File: config.mk
export PLATFORM = sky130hd
export DESIGN_NAME = perceptron_n
export DESIGN_NICKNAME = d
export VERILOG_FILES = /design/src/rtl/perceptron_pkg.sv /design/src/rtl/perceptron_mac.sv /design/src/rtl/perceptron_n.sv
export SDC_FILE = /design/constraint.sdc
export NUM_CORES = 1
export LEC_CHECK = 0
export CORE_AREA = 2 2 203 165
export DETAILED_ROUTE_END_ITERATION = 8
export DIE_AREA = 0 0 205 167
export PLACE_DENSITY_LB_ADDON = 0.05
export SYNTH_ARGS = -nofsm -noshare
export SYNTH_HDL_FRONTEND = slang
export SYNTH_HIERARCHICAL = 1
export SYNTH_SLANG_ARGS = --single-unit
File: constraint.sdc
create_clock -name clk -period 18.75 [get_ports clk]
set_input_delay 3.75 -clock clk [delete_from_list [all_inputs] [get_ports clk]]
set_output_delay 3.75 -clock clk [all_outputs]
set_load 0.05 [all_outputs]
File: src/rtl/perceptron_pkg.sv
// perceptron_pkg: shared state type, class codes
// and width/saturation helpers for perceptron_n.
package perceptron_pkg;

  typedef enum logic [1:0] {
    IDLE,
    TRAIN,
    UPD,
    INFER
  } state_t;

  localparam logic signed [1:0] POS  = 2'sb01;
  localparam logic signed [1:0] ZERO = 2'sb00;
  localparam logic signed [1:0] NEG  = 2'sb11;

  function automatic int acc_w(
    input int n_in,
    input int x_w,
    input int w_w
  );
    return w_w + x_w + $clog2(n_in + 1);
  endfunction

  function automatic longint sat_hi(input int wd);
    return (longint'(1) <<< (wd - 1)) - longint'(1);
  endfunction

  function automatic longint sat_lo(input int wd);
    return -(longint'(1) <<< (wd - 1));
  endfunction

  function automatic longint sat(
    input longint v,
    input int     wd
  );
    if (v > sat_hi(wd)) return sat_hi(wd);
    if (v < sat_lo(wd)) return sat_lo(wd);
    return v;
  endfunction

endpackage

File: src/rtl/perceptron_mac.sv
// perceptron_mac: full-width dot product plus bias
// and threshold-band activation.
module perceptron_mac
  import perceptron_pkg::*;
#(
  parameter int N_IN  = 2,
  parameter int X_W   = 7,
  parameter int W_W   = 12,
  parameter int THETA = 0
) (
  input  logic [N_IN*X_W-1:0]  x,
  input  logic signed [W_W-1:0] w [N_IN],
  input  logic signed [W_W-1:0] b,
  output logic signed [1:0]     tout
);

  localparam int ACC_W = acc_w(N_IN, X_W, W_W);
  localparam logic signed [ACC_W-1:0] TH =
    ACC_W'(THETA);

  logic signed [ACC_W-1:0] acc;
  logic signed [ACC_W-1:0] wi;
  logic signed [ACC_W-1:0] xi;

  // y = b + sum w[i]*x[i], wide enough to never wrap
  always_comb begin
    acc = ACC_W'(b);
    wi  = '0;
    xi  = '0;
    for (int i = 0; i < N_IN; i++) begin
      wi  = ACC_W'(w[i]);
      xi  = ACC_W'($signed(x[i*X_W +: X_W]));
      acc = acc + wi * xi;
    end
  end

  // three-way class against the +/-THETA band
  always_comb begin
    tout = ZERO;
    if (acc > TH) begin
      tout = POS;
    end else if (acc < -TH) begin
      tout = NEG;
    end
  end

endmodule

File: src/rtl/perceptron_n.sv
// perceptron_n: online-trained N-input perceptron
// with epoch control and registered inference.
module perceptron_n
  import perceptron_pkg::*;
#(
  parameter int N_IN      = 2,
  parameter int X_W       = 7,
  parameter int W_W       = 12,
  parameter int THETA     = 0,
  parameter int ALPHA_SH  = 0,
  parameter int MAX_EPOCH = 100,
  localparam int E_W = $clog2(MAX_EPOCH + 1)
) (
  input  logic                clk,
  input  logic                rst,
  input  logic                start,
  input  logic                mode,
  input  logic [N_IN*X_W-1:0] x,
  input  logic signed [1:0]   tin,
  input  logic                eof,
  input  logic                eoi,
  output logic signed [1:0]   tout,
  output logic                out_valid,
  output logic                updating,
  output logic                learned,
  output logic                timeout,
  output logic                busy,
  output logic [E_W-1:0]      epoch
);

  state_t state, state_n;

  logic signed [W_W-1:0] w   [N_IN];
  logic signed [W_W-1:0] w_n [N_IN];
  logic signed [W_W-1:0] b, b_n;
  logic [N_IN*X_W-1:0]   xl;
  logic signed [1:0]     tl;
  logic signed [1:0]     net_t;

  logic errf, eof_q, pend;
  logic eof_rise, eof_ev;
  logic clr, lat, upd, ep_inc, err_clr;
  logic set_l, set_t, ivalid;

  longint xv, dv, bv;

  perceptron_mac #(
    .N_IN (N_IN),
    .X_W  (X_W),
    .W_W  (W_W),
    .THETA(THETA)
  ) u_mac (
    .x   (x),
    .w   (w),
    .b   (b),
    .tout(net_t)
  );

  assign eof_rise  = eof & ~eof_q;
  assign eof_ev    = eof_rise | pend;
  assign updating  = (state == UPD);
  assign busy      = (state != IDLE);

  // state register
  always_ff @(posedge clk) begin
    if (rst) state <= IDLE;
    else     state <= state_n;
  end

  // next state and per-cycle control strobes
  always_comb begin
    state_n = state;
    clr     = 1'b0;
    lat     = 1'b0;
    upd     = 1'b0;
    ep_inc  = 1'b0;
    err_clr = 1'b0;
    set_l   = 1'b0;
    set_t   = 1'b0;
    ivalid  = 1'b0;
    unique case (state)
      IDLE: begin
        if (start) begin
          state_n = mode ? INFER : TRAIN;
          clr     = ~mode;
        end
      end
      TRAIN: begin
        if (eof_ev) begin
          if (!errf) begin
            set_l   = 1'b1;
            state_n = IDLE;
          end else begin
            ep_inc  = 1'b1;
            err_clr = 1'b1;
            if (epoch == E_W'(MAX_EPOCH - 1)) begin
              set_t   = 1'b1;
              state_n = IDLE;
            end
          end
        end else if (net_t != tin) begin
          lat     = 1'b1;
          state_n = UPD;
        end
      end
      UPD: begin
        upd     = 1'b1;
        state_n = TRAIN;
      end
      INFER: begin
        if (eoi) state_n = IDLE;
        else     ivalid  = 1'b1;
      end
      default: state_n = IDLE;
    endcase
  end

  // saturating update from the latched sample
  always_comb begin
    xv = 0;
    dv = 0;
    for (int i = 0; i < N_IN; i++) begin
      xv = longint'($signed(xl[i*X_W +: X_W]));
      dv = (tl == NEG) ? -xv : xv;
      dv = dv >>> ALPHA_SH;
      w_n[i] = W_W'(sat(longint'(w[i]) + dv, W_W));
    end
    bv  = (tl == NEG) ? longint'(-1) : longint'(1);
    bv  = bv >>> ALPHA_SH;
    b_n = W_W'(sat(longint'(b) + bv, W_W));
  end

  // weights, flags, epoch count and inference output
  always_ff @(posedge clk) begin
    if (rst) begin
      for (int i = 0; i < N_IN; i++) w[i] <= '0;
      b         <= '0;
      xl        <= '0;
      tl        <= ZERO;
      errf      <= 1'b0;
      eof_q     <= 1'b0;
      pend      <= 1'b0;
      epoch     <= '0;
      learned   <= 1'b0;
      timeout   <= 1'b0;
      tout      <= ZERO;
      out_valid <= 1'b0;
    end else begin
      eof_q <= eof;
      pend  <= (state == UPD) & (pend | eof_rise);
      if (clr) begin
        for (int i = 0; i < N_IN; i++) w[i] <= '0;
        b       <= '0;
        epoch   <= '0;
        learned <= 1'b0;
        timeout <= 1'b0;
        errf    <= 1'b0;
      end
      if (lat) begin
        xl   <= x;
        tl   <= tin;
        errf <= 1'b1;
      end
      if (upd) begin
        for (int i = 0; i < N_IN; i++) w[i] <= w_n[i];
        b <= b_n;
      end
      if (err_clr) errf  <= 1'b0;
      if (ep_inc)  epoch <= epoch + 1'b1;
      if (set_l)   learned <= 1'b1;
      if (set_t) begin
        timeout <= 1'b1;
        learned <= 1'b0;
      end
      tout      <= ivalid ? net_t : ZERO;
      out_valid <= ivalid;
    end
  end

endmodule

After elaboration in Yosys (flattened, before gate mapping) --
Cells that the tools add are included.
Cells by class: $add $sub $neg 8, multiply operators 2, $lt $le $gt $ge 8, equal/unequal tests 10, multiplexer cells 62, bitwise logic cells 6, reduce and logical (&&, ||, !) cells 11
Operators with widths (number):
- adder 12 x 64 -> 64 bit | 3
- > comparator 64 x 12 -> 1 bit (second input constant) | 3
- less-than comparator 64 x 12 -> 1 bit (second input constant) | 3
- two-way mux 64 bit | 3
- two-way mux 12 bit | 11
- negator 7 -> 64 bit | 2
- two-way mux 24 bit | 2
- multiplier 12 x 7 -> 19 bit | 2
- two-way mux 11 bit | 3
- two-way mux 1 bit | 31
- adder 21 bit | 1
- > comparator 21 x 1 -> 1 bit (second input constant) | 1
- less-than comparator 21 x 1 -> 1 bit (second input constant) | 1
- adder 12 x 19 -> 20 bit | 1
- two-way mux 2 bit | 9
- two-way mux 7 bit | 2
- nonzero test 2 bit | 6
- case mux 2 bit (4 select lines) | 1
- adder 7 x 1 -> 7 bit (second input constant) | 1
- == test 7 bit (second input constant) | 1
- OR reduction 2 bit | 3
- == test 2 x 1 -> 1 bit (second input constant) | 2
- == test 2 bit (second input constant) | 2
- != test 2 bit (second input constant) | 2
- other kinds (8) | 11
Word-level totals: bits in registers 69, input bits 22, output and inout port bits 14, word-level logic and storage cells 121

Logic depth before layout (Yosys ltp) --
Gate-level depths: netlist (run 1).
depth after elaboration 11, mapped depth 29, mapped depth without buffers 27

Modules after synthesis --
Netlist (run 1), hierarchy kept.
Modules (own cells, without submodules):
- perceptron_n | times used 1, cells an instance 1505, area each 10861.7 um2, sequential area each 1381.3 um2
- perceptron_mac | times used 1, cells an instance 723, area each 6730.2 um2, sequential area each 0.0 um2

Worst setup path before layout (run 1) --
Ideal clock, no wire load.
path type input to register, from input port x[0], to register xl[10], library setup time 0.128 ns, arrival time 11.070 ns, data required time 18.622 ns, slack 7.553 ns, stages on the path 26, path buffers 3, path through clkbuf_1 -> nand2_1 -> fa_1 -> fa_1 -> inv_1 -> fa_1 -> fa_1 -> inv_1 -> fa_1 -> fa_1 -> inv_1 -> ha_1 -> inv_2 -> a2111oi_0 -> nand3_1 -> or4_1 -> nor4_1 -> nand4_1 -> or4_1 -> xor2_1 -> nor2_1 -> nor4bb_1 -> clkbuf_1 -> clkbuf_1 -> mux2i_1 -> nor2_1
On the way: cells in the longest elaborated chain, start to end 10, elaborated cells on any way between the ends 11, classes of those cells 2 x add/sub; 1 x mul; 2 x order compare; 1 x eq/ne; 5 x mux
RTL lines:
- start: declaration | RTL line perceptron_n.sv:18 | input logic [N_IN*X_W-1:0] x,
- multiplier 12 x 7 -> 19 bit (*) | RTL line perceptron_mac.sv:33 | acc = acc + wi * xi;
- adder 12 x 19 -> 20 bit (*) | RTL line perceptron_mac.sv:33
- adder 21 bit (*) | RTL line perceptron_mac.sv:33
- less-than comparator 21 x 1 -> 1 bit | RTL line perceptron_mac.sv:42 | end else if (acc < -TH) begin
- two-way mux 2 bit | RTL line perceptron_mac.sv:42
- two-way mux 2 bit (*) | RTL line perceptron_mac.sv:40 | if (acc > TH) begin
- net net_t[0] | RTL line perceptron_n.sv:38 | logic signed [1:0] net_t;
- != test 2 bit (*) | RTL line perceptron_n.sv:101 | end else if (net_t != tin) begin
- two-way mux 1 bit (*) | RTL line perceptron_n.sv:101
- two-way mux 1 bit (*) | RTL line perceptron_n.sv:89 | if (eof_ev) begin
- two-way mux 1 bit (*) | RTL line perceptron_n.sv:81 | unique case (state)
- end signal: assignment | RTL line perceptron_n.sv:138 | xl <= '0;
- end signal: assignment | RTL line perceptron_n.sv:160 | xl <= x;
- end: declaration | RTL line perceptron_n.sv:36 | logic [N_IN*X_W-1:0] xl;
The timed path passes the listed nets; every way through them passes the cells marked *. A chain may end at the register's enable or synchronous reset.

Final worst setup path (run 1) --
from input port x[2], to register xl[2]
Same word-level chain as after synthesis.

==> results by group, run 1 <==
Min path
  – Hold Crit Depth: 2
  – Worst hold endpoint: learned$_SDFFE_PP0P_
  – Hold Path Class: reg -> reg
  – Worst Hold Launch: learned$_SDFFE_PP0P_

Global routing
  – Largest net degree at the start of global routing: 52
  – Global-route wire length before repair: 89700 um
  – GRT Total Usage: 0.331
  – Initial antenna violation count: 1
  – Overflow left after global routing: 0
  – Vias in the first global route: 16300

Setup path
  – Delay of the slowest critical-path stage: 0.86 ns
  – Slowest cell on crit path: clkdlybuf4s50_1
  – CP required: 18.99 ns
  – Crit-path max FO: 15
  – Critical Path Start Type: primary input
  – Critical Path End Type: register
  – Delay-heaviest family, CP: adder cells
  – Critical setup path kind: in -> reg
  – Reg2Reg Depth: 25
  – CP startpoint: x[2]
  – Worst Path Arrival: 12.14 ns
  – Worst reg2reg setup slack: 10.50 ns
  – Critical path depth: 28
  – Bufs and invs on worst path: 8
  – R2R Path End: xl[2]$_SDFFE_PP0P_
  – Reg-to-reg startpoint: w[11]$_SDFFE_PP0P_

Layout
  – Non-filler cells, final: 2637
  – Share of layout cells above drive strength 1: 0.0367
  – Area Overhead vs Synth: 5.43%
  – Reg area: 1380 um2
  – Nets@finish: 2577
  – Fill cells: 3056
  – Final instance area: 18500 um2
  – Multi-input gate area: 15000 um2

Drt
  – Drt total wl: 56000 um
  – Remaining antenna violation count: 0
  – Via count: 17100
  – DR vias/cell: 6.49
  – DRC Markers: 0
  – Initial DRT Pass Iterations: 5
  – Initial DRC count: 1919
  – WL/cell: 21.2 um

Placement
  – Final GP Congestion: 1.04
  – Placed inst area: 18300 um2
  – Pre-CTS WS: 6.56 ns
  – Post-Place Cells: 2620
  – I/O Buffers: 35
  – Post-DP HPWL: 45400 um

Power and ir drop
  – Worst VDD drop: 0.145 mV
  – Cell internal pwr: 868 uW
  – Switch share: 0.533
  – Pwr Total: 1860 uW
  – Clock power share: 0.090
  – PwrDens: 100 nW/um2
  – NetSw: 991 uW
  – Sequential Power Share: 0.107
  – Pleak: 0.00831 uW
  – Comb power frac: 0.803

Run status
  – Status: completed

Floorplan
  – Core Rows: 59
  – Die width: 205 um
  – Die Area: 34200 um2
  – Core Region: 32200 um2
  – Starting Density: 0.547
  – Die H: 167 um
  – Ports: 36

Logic synthesis
  – Yosys cell types: 86
  – Post-Synthesis Mean Instance Area: 7.90 um2
  – Top_reg_cell synth: dfxtp_1
  – Cell Area, Synth: 17600 um2
  – FFs w/ async S/R, synth: 0
  – Number of synthesized flops with an enable pin: 0
  – Yosys warns: 6
  – Synth Register Bits: 69
  – Net Count, Synth: 2601
  – Gate count after technology mapping: 2228
  – Post-synthesis sequential area ratio: 0.0785

Timing
  – Final Max Tran Viols: 0
  – Final Hold Fails: 0
  – Crit path time final: 11.90 ns
  – Setup Skew: 0.00678 ns
  – Crit share post-route: 0.635
  – Rel. slew slack: 0.155
  – Final setup viols: 0
  – Worst-Margin Slew: 1.26 ns
  – Setup TNS: 0 ns
  – Post-route setup slack: 6.85 ns
  – Fmax: 84.0 MHz
  – RSZ-0062 raised after global routing: no

Clock network
  – CTS Buf Count: 9
  – Hold buffer count at cts: 0
  – H-tree depth: 3
  – CTS tree: done
  – Max clock buf depth: 2
  – Post-cts sizing count: 0
  – Worst-path clk slew: 0.07 ns
  – Clk root buf: clkbuf_16
  – Clock sinks: 69
  – Setup Buffers After CTS: 0
  – Clk_lat worst skew: 0.36 ns

Flow run
  – MaxCap Viol Count: 0
per-stage QoR:
stage	hold slack [ns]	util
6_report	0.520	0.576
5_1_grt	0.545	0.576
4_1_cts	0.520	0.576
2_1_floorplan	0.460	-
3_3_place_gp	0.480	0.567
3_5_place_dp	0.502	0.567
routing by layer:
metal  up-vias  track usage  share of wire
met3        74       0.0685           0.10
met4         0       0.0557          0.013
li1       7802            -              -
met1      8367        0.501           0.46
met5         -            0              0
met2       870        0.491           0.42
Yosys cell counts (13+ instances only):
cell      count  share of area
a211oi_1     16         0.0068
or2_2        15         0.0053
dfxtp_1      69          0.079
mux2i_1      35          0.020
o21bai_1     13         0.0055
nand4_1      48          0.017
o211ai_1     26          0.011
fa_1        213           0.24
xor2_1       26          0.013
nor2_1      148          0.032
a221o_1      14         0.0080
o21a_1       14         0.0060
nand2_1     224          0.048
ha_1        138          0.098
nand2b_1     24         0.0085
and2_1      104          0.037
a21oi_1     164          0.047
inv_1       241          0.051
clkbuf_1     61          0.013
a21o_1       48          0.020
buf_2        16         0.0046
o31ai_1      15         0.0064
a31oi_1      29          0.010
o21ai_0     131          0.037
xnor2_1      61          0.030
nor4_1       25         0.0089
nor3_1       26         0.0074
nand3_1      41          0.012
cells in the final DEF (no fill, tap or decap), types with 8 or more instances in the layout:
cell type	count
inv_1	240
nand2_1	223
fa_1	213
a21oi_1	164
nor2_1	148
ha_1	138
o21ai_0	131
and2_1	104
dfxtp_1	69
xnor2_1	61
a21o_1	48
nand4_1	48
nand3_1	41
mux2i_1	35
clkdlybuf4s50_1	35
a31oi_1	29
nor3_1	26
xor2_1	26
o211ai_1	26
nor4_1	25
nand2b_1	24
a211oi_1	16
buf_4	16
or2_2	15
o31ai_1	15
o21a_1	14
a221o_1	14
o21bai_1	13
and3_1	11
o311ai_1	11
nor3b_1	10
nor2b_1	10
a2111oi_0	10
or3_1	10
or4_1	10
clkbuf_16	9
o21ai_1	8
logic make-up (layout without fill, tap and decap cells):
group | after synthesis | in the layout | synth area share
mux | 40 | 40 | 0.0231
simple gates | 748 | 748 | 0.217
fa+ha+maj | 351 | 351 | 0.341
other cells | 0 | 1 | 0
flops | 69 | 69 | 0.0785
xor+xnor | 87 | 87 | 0.0433
buf+inv | 331 | 312 | 0.0726
compound gates | 602 | 602 | 0.225
power by group through the flow:
stage	sequential [uW]	clock, uW	combinational [uW]
finish	199	168	1490
global route	202	179	1680
CTS	198	174	1490
detailed placement	201	0	1480
global placement	201	0	1450
floorplan	182	0	1150
worst register-to-register path, cell delays in order, from the launching register on:
cell	delay, ns
dfxtp_1	0.31
buf_4	0.30
nand2_1	0.19
inv_1	0.16
fa_1	0.49
fa_1	0.71
inv_1	0.15
fa_1	0.57
fa_1	0.44
fa_1	0.52
fa_1	0.54
inv_1	0.04
ha_1	0.40
nor3b_1	0.19
nor4_1	0.37
nand3_1	0.11
or4_1	0.41
nor4_1	0.20
nand4_1	0.12
or4_1	0.55
xor2_1	0.20
nor2_1	0.10
nor4bb_4	0.36
buf_4	0.37
mux2i_1	0.27
nor2_1	0.06
state kept, by name (all words and copies together) (netlist names):
| signal | flops |
|---|---|
| out_valid | 1 |
| learned | 1 |
| epoch | 7 |
| timeout | 1 |
| state | 2 |
| tout | 2 |
| eof_q | 1 |
| tl | 2 |
| pend | 1 |
| xl | 14 |
| errf | 1 |
| w | 24 |
| b | 12 |
final cells by class:
| type | count | share of cell area |
|---|---|---|
| multi-input combinational | 1828 | 0.806 |
| sequential | 69 | 0.0745 |
| inverter | 245 | 0.0496 |
| tap | 427 | 0.0288 |
| timing repair buffer | 51 | 0.0254 |
| clock buffer | 9 | 0.0121 |
| clock inverter | 7 | 0.00310 |
| antenna | 1 | 0.000135 |
worst max path at each step:
stage                           to  slack [ns]
2_1_floorplan  xl[10]$_SDFFE_PP0P_        7.55
3_3_place_gp    xl[4]$_SDFFE_PP0P_        6.80
3_5_place_dp    xl[2]$_SDFFE_PP0P_        6.56
4_1_cts         xl[2]$_SDFFE_PP0P_        6.91
5_1_grt         xl[2]$_SDFFE_PP0P_        6.38
6_report        xl[2]$_SDFFE_PP0P_        6.85
Power figures use the tool's default switching activity.
==> run 2: changes to the inputs <==
clock period = 10.56 ns   (was 18.75 ns; I/O delays follow)
==> results by group, run 2 (same netlist as run 1, synthesis figures left out) <==
Clock network
  – Clk_lat worst skew: 0.36 ns (about the same)
  – Hold buffer count at cts: 0 (unchanged)
  – CTS tree: done (unchanged)
  – CTS Buf Count: 9 (unchanged)
  – Worst-path clk slew: 0.06 ns (was 0.07 ns)
  – Post-cts sizing count: 0 (unchanged)
  – Setup Buffers After CTS: 0 (unchanged)
  – Clk root buf: clkbuf_16 (unchanged)
  – Max clock buf depth: 2 (unchanged)
  – Clock sinks: 69 (unchanged)
  – H-tree depth: 3 (unchanged)

Drt
  – WL/cell: 21.6 um (was 21.2 um)
  – DR vias/cell: 6.48 (was 6.49)
  – DRC Markers: 0 (unchanged)
  – Via count: 17200 (was 17100)
  – Initial DRT Pass Iterations: 6 (was 5)
  – Remaining antenna violation count: 0 (unchanged)
  – Initial DRC count: 1768 (was 1919)
  – Drt total wl: 57200 um (was 56000 um)

Floorplan
  – Die H: 167 um (unchanged)
  – Ports: 36 (unchanged)
  – Core Region: 32200 um2 (unchanged)
  – Die Area: 34200 um2 (unchanged)
  – Die width: 205 um (unchanged)
  – Starting Density: 0.547 (unchanged)
  – Core Rows: 59 (unchanged)

Timing
  – Final Hold Fails: 0 (unchanged)
  – Final setup viols: 0 (unchanged)
  – Fmax: 101 MHz
  – Setup Skew: 0.00520 ns (was 0.00678 ns)
  – Fin Hold WS: 0.499 ns (was 0.520 ns)
  – Post-route setup slack: 0.692 ns (was 6.85 ns)
  – Setup TNS: 0 ns (unchanged)
  – Crit path time final: 9.87 ns
  – Crit share post-route: 0.934
  – Worst-Margin Slew: 1.31 ns (was 1.26 ns)
  – Final Max Tran Viols: 0 (unchanged)
  – Rel. slew slack: 0.120 (was 0.155)
  – RSZ-0062 raised after global routing: no (unchanged)

Setup path
  – CP required: 10.80 ns (was 18.99 ns)
  – Critical Path End Type: register (unchanged)
  – Worst Path Arrival: 10.10 ns (was 12.14 ns)
  – Crit-path max FO: 17 (was 15)
  – Critical setup path kind: in -> reg (unchanged)
  – Critical Path Start Type: primary input (unchanged)
  – Worst reg2reg setup slack: 2.00 ns (was 10.50 ns)

Placement
  – Pre-CTS WS: 0.360 ns (was 6.56 ns)
  – Post-DP HPWL: 46700 um (was 45400 um)
  – I/O Buffers: 35 (unchanged)
  – Final GP Congestion: 1.02 (was 1.04)

Layout
  – Top flop regs: w (24), xl (14), b (12) (unchanged)
  – Most common cell after layout, fill and taps aside: inv_1 (unchanged)
  – Share of layout cells above drive strength 1: 0.0419 (was 0.0367)
  – Area Overhead vs Synth: 5.94% (was 5.43%)
  – Nets@finish: 2590 (was 2577)
  – Fill cells: 3067 (was 3056)
  – Max reg flops: 24 (unchanged)
  – Largest register by flop count: w (unchanged)
  – Highest-count cells in the layout ignoring fill and taps: inv_1 (240), nand2_1 (223), fa_1 (213), a21oi_1 (164), nor2_1 (148) (unchanged)

Global routing
  – Initial antenna violation count: 2 (was 1)
  – Global-route wire length before repair: 91800 um (was 89700 um)
  – Vias in the first global route: 16500 (was 16300)
  – Overflow left after global routing: 0 (unchanged)
  – Largest net degree at the start of global routing: 53 (was 52)
  – GRT Total Usage: 0.340 (was 0.331)

Min path
  – Hold Path Class: reg -> reg (unchanged)

Power and ir drop
  – Pleak: 0.00836 uW (was 0.00831 uW)
  – Pwr Total: 3350 uW (was 1860 uW)
  – Worst VDD drop: 0.239 mV (was 0.145 mV)
  – PwrDens: 179 nW/um2 (was 100 nW/um2)

Flow run
  – MaxCap Viol Count: 0 (unchanged)

Run status
  – Status: completed (unchanged)
[run 2: metrics by stage]
| step | instances | instance area (um2) | util |
|---|---|---|---|
| after floorplan | 2228 | 17600 | - |
| after global placement | 2633 | 18400 | 0.570 |
| after detailed placement | 2633 | 18400 | 0.570 |
| after CTS | 2648 | 18600 | 0.579 |
| after global routing | 2648 | 18600 | 0.579 |
| final | 2649 | 18600 | 0.579 |
[run 2: layout make-up]
class	count	area, um2	area share
sequential	69	1380	0.0741
timing repair buffer	64	568	0.0305
multi-input combinational	1828	15000	0.802
clock buffer	10	239	0.0128
inverter	245	920	0.0493
clock inverter	5	36.3	0.00195
tap	427	534	0.0287
antenna	1	2.50	0.000134
[run 2: path summary, 6_finish.rpt]
check	cells after the start	end	from
setup / recovery	24	xl[6]$_SDFFE_PP0P_	x[10]
setup reg to reg	24	xl[6]$_SDFFE_PP0P_	w[23]$_SDFFE_PP0P_
hold reg to reg	2	timeout$_SDFFE_PP0P_	timeout$_SDFFE_PP0P_
hold / removal	2	timeout$_SDFFE_PP0P_	timeout$_SDFFE_PP0P_
[run 2: critical path, stage by stage]
cell and delay (ns):
clkdlybuf4s50_1 0.84, and2_1 0.29, fa_1 0.51, fa_1 0.68, inv_1 0.14, fa_1 0.57, fa_1 0.45, fa_1 0.52
fa_1 0.55, inv_1 0.05, ha_1 0.42, and3b_1 0.22, nor4_1 0.24, nand3_1 0.11, or4_1 0.40, nor4_1 0.17
nand4_1 0.11, or4_1 0.49, xor2_1 0.17, nor2_1 0.10, nor4bb_4 0.26, buf_4 0.36, mux2i_1 0.25, nor2_1 0.06
[run 2: metal layers]
metal	wire length [um]	global-route usage	vias up
li1	-	-	7789
met1	26100	0.513	8365
met2	23800	0.495	920
met3	6300	0.0845	90
met4	868	0.0557	0
met5	0	0	-
[run 2: where the power goes]
| group | internal [uW] | switching, uW | leakage [uW] |
|---|---|---|---|
| combinational | 1110 | 1590 | 0.00767 |
| clock | 164 | 131 | 0.000127 |
| sequential | 286 | 68.6 | 0.000560 |
==> run 3: changes to the inputs <==
ABC_CLOCK_PERIOD_IN_PS = 10560   (was unset)
PLACE_DENSITY = 0.74   (was unset)
PLACE_DENSITY_LB_ADDON = unset   (was 0.05)
SETUP_SLACK_MARGIN = 0.15   (was unset)
==> results by group, run 3 (same netlist as run 1, synthesis figures left out) <==
Floorplan
  – Core Rows: 59 (unchanged)
  – Die Area: 34200 um2 (unchanged)
  – Die H: 167 um (unchanged)
  – Ports: 36 (unchanged)
  – Die width: 205 um (unchanged)
  – Starting Density: 0.547 (unchanged)
  – Core Region: 32200 um2 (unchanged)

Timing
  – Final Max Tran Viols: 0 (unchanged)
  – Worst-Margin Slew: 1.16 ns (was 1.31 ns)
  – Crit share post-route: 0.943 (was 0.934)
  – Crit path time final: 9.96 ns (was 9.87 ns)
  – RSZ-0062 raised after global routing: no (unchanged)
  – Setup Skew: 0.00979 ns (was 0.00520 ns)
  – Final setup viols: 0 (unchanged)
  – Setup TNS: 0 ns (unchanged)
  – Fmax: 100 MHz (was 101 MHz)
  – Fin Hold WS: 0.512 ns (was 0.499 ns)
  – Rel. slew slack: 0.222 (was 0.120)
  – Final Hold Fails: 0 (unchanged)

Layout
  – Highest-count cells in the layout ignoring fill and taps: inv_1 (240), nand2_1 (223), fa_1 (213), a21oi_1 (164), nor2_1 (148) (unchanged)
  – Fill cells: 2973 (was 3067)
  – Max reg flops: 24 (unchanged)
  – Share of layout cells above drive strength 1: 0.0427 (was 0.0419)
  – Largest register by flop count: w (unchanged)
  – Top flop regs: w (24), xl (14), b (12) (unchanged)
  – Most common cell after layout, fill and taps aside: inv_1 (unchanged)
  – Nets@finish: 2591 (was 2590)
  – Area Overhead vs Synth: 6.15% (was 5.94%)

Clock network
  – Max clock buf depth: 2 (unchanged)
  – Clk root buf: clkbuf_16 (unchanged)
  – Hold buffer count at cts: 0 (unchanged)
  – Clk_lat worst skew: 0.36 ns (about the same)
  – H-tree depth: 3 (unchanged)
  – Worst-path clk slew: 0.06 ns (about the same)
  – Setup Buffers After CTS: 0 (unchanged)
  – CTS tree: done (unchanged)
  – Clock sinks: 69 (unchanged)
  – Post-cts sizing count: 0 (unchanged)
  – CTS Buf Count: 9 (unchanged)

Global routing
  – Initial antenna violation count: 1 (was 2)
  – Global-route wire length before repair: 91800 um (about the same)
  – Vias in the first global route: 16600 (was 16500)
  – Overflow left after global routing: 0 (unchanged)
  – GRT Total Usage: 0.340 (about the same)
  – Largest net degree at the start of global routing: 52 (was 53)

Setup path
  – Critical setup path kind: in -> reg (unchanged)
  – Worst reg2reg setup slack: 2.22 ns (was 2.00 ns)
  – Critical Path End Type: register (unchanged)
  – Crit path top cell by count: fa_1 (unchanged)
  – Crit-path max FO: 15 (was 17)
  – CP required: 10.79 ns (was 10.80 ns)
  – Worst Path Arrival: 10.19 ns (was 10.10 ns)
  – Delay of the slowest critical-path stage: 0.67 ns (was 0.84 ns)
  – Critical Path Start Type: primary input (unchanged)
  – Slowest cell on crit path: fa_1 (was clkdlybuf4s50_1)

Run status
  – Status: completed (unchanged)

Power and ir drop
  – Worst VDD drop: 0.258 mV (was 0.239 mV)
  – Switch share: 0.541 (was 0.535)
  – PwrDens: 182 nW/um2 (was 179 nW/um2)
  – Sequential Power Share: 0.105 (was 0.106)
  – Pwr Total: 3400 uW (was 3350 uW)
  – NetSw: 1840 uW (was 1790 uW)
  – Pleak: 0.00838 uW (was 0.00836 uW)
  – Cell internal pwr: 1560 uW (about the same)
  – Clock power share: 0.089 (was 0.088)
  – Comb power frac: 0.806 (about the same)

Drt
  – DRC Markers: 0 (unchanged)
  – WL/cell: 21.8 um (was 21.6 um)
  – Remaining antenna violation count: 0 (unchanged)
  – DR vias/cell: 6.50 (was 6.48)
  – Via count: 17200 (about the same)
  – Drt total wl: 57800 um (was 57200 um)
  – Initial DRC count: 1828 (was 1768)
  – Initial DRT Pass Iterations: 7 (was 6)

Min path
  – Hold Path Class: reg -> reg (unchanged)

Placement
  – I/O Buffers: 35 (unchanged)
  – Post-DP HPWL: 47200 um (was 46700 um)
  – Final GP Congestion: 1.01 (was 1.02)

Flow run
  – MaxCap Viol Count: 0 (unchanged)
-- run 3: changes by cell type in the layout (fill, tap and decap cells not counted) --
cell | before | now
a2111oi_0 | 10 | 9
a2111oi_1 | 1 | 2
buf_12 | 0 | 1
clkbuf_8 | 1 | 0
clkinv_2 | 1 | 0
clkinv_4 | 0 | 2
clkinvlp_4 | 3 | 1
diode_2 | 1 | 2
inv_6 | 1 | 3
inv_8 | 0 | 1
-- run 3: cell type report --
| cell class | instances | area (um2) | area share |
|---|---|---|---|
| well taps | 427 | 534 | 0.0286 |
| diodes | 2 | 5.00 | 0.000268 |
| flip-flops and latches | 69 | 1380 | 0.0740 |
| inverters | 245 | 920 | 0.0492 |
| clock inverters | 7 | 62.6 | 0.00335 |
| repair buffers | 65 | 588 | 0.0315 |
| multi-input cells | 1828 | 15000 | 0.801 |
| clock buffers | 9 | 225 | 0.0121 |
-- run 3: path summary, 6_finish.rpt --
| path | start | to | cells after the start |
|---|---|---|---|
| max reg2reg | w[23]$_SDFFE_PP0P_ | xl[0]$_SDFFE_PP0P_ | 28 |
| max | x[1] | xl[0]$_SDFFE_PP0P_ | 27 |
| min | epoch[6]$_SDFFE_PP0P_ | epoch[6]$_SDFFE_PP0P_ | 1 |
| min reg2reg | epoch[6]$_SDFFE_PP0P_ | epoch[6]$_SDFFE_PP0P_ | 1 |
-- run 3: stage by stage --
stage          worst slack (ns)  cell area, um2  utilization  cells
2_1_floorplan              1.00           17600            -   2228
3_3_place_gp              0.621           18400        0.571   2634
3_5_place_dp              0.438           18400        0.571   2634
4_1_cts                   0.739           18700        0.580   2650
5_1_grt                   0.158           18700        0.580   2650
6_report                  0.597           18700        0.580   2652
-- run 3: per-layer routing --
metal,GRT usage,vias up,part of all wire
li1,-,7805,-
met1,0.499,8359,0.44
met2,0.492,963,0.41
met3,0.0980,101,0.12
met4,0.0766,0,0.022
met5,0,-,0
-- run 3: power groups by stage --
stage	Sequential [uW]	Combinational, uW	Clock (uW)
after floorplan	324	2040	0
after global placement	354	2630	0
after detailed placement	355	2700	0
after CTS	350	2720	307
after global routing	357	3090	316
final	356	2740	304
-- run 3: worst max-delay path: cells and delay by family --
| kind | cells | cell delay, ns |
|---|---|---|
| xor gates and xnor gates | 1 | 0.17 |
| adders and majority gates | 7 | 3.74 |
| buffers and inverters | 7 | 1.30 |
| muxes | 1 | 0.25 |
| and+or+nand+nor | 11 | 2.60 |
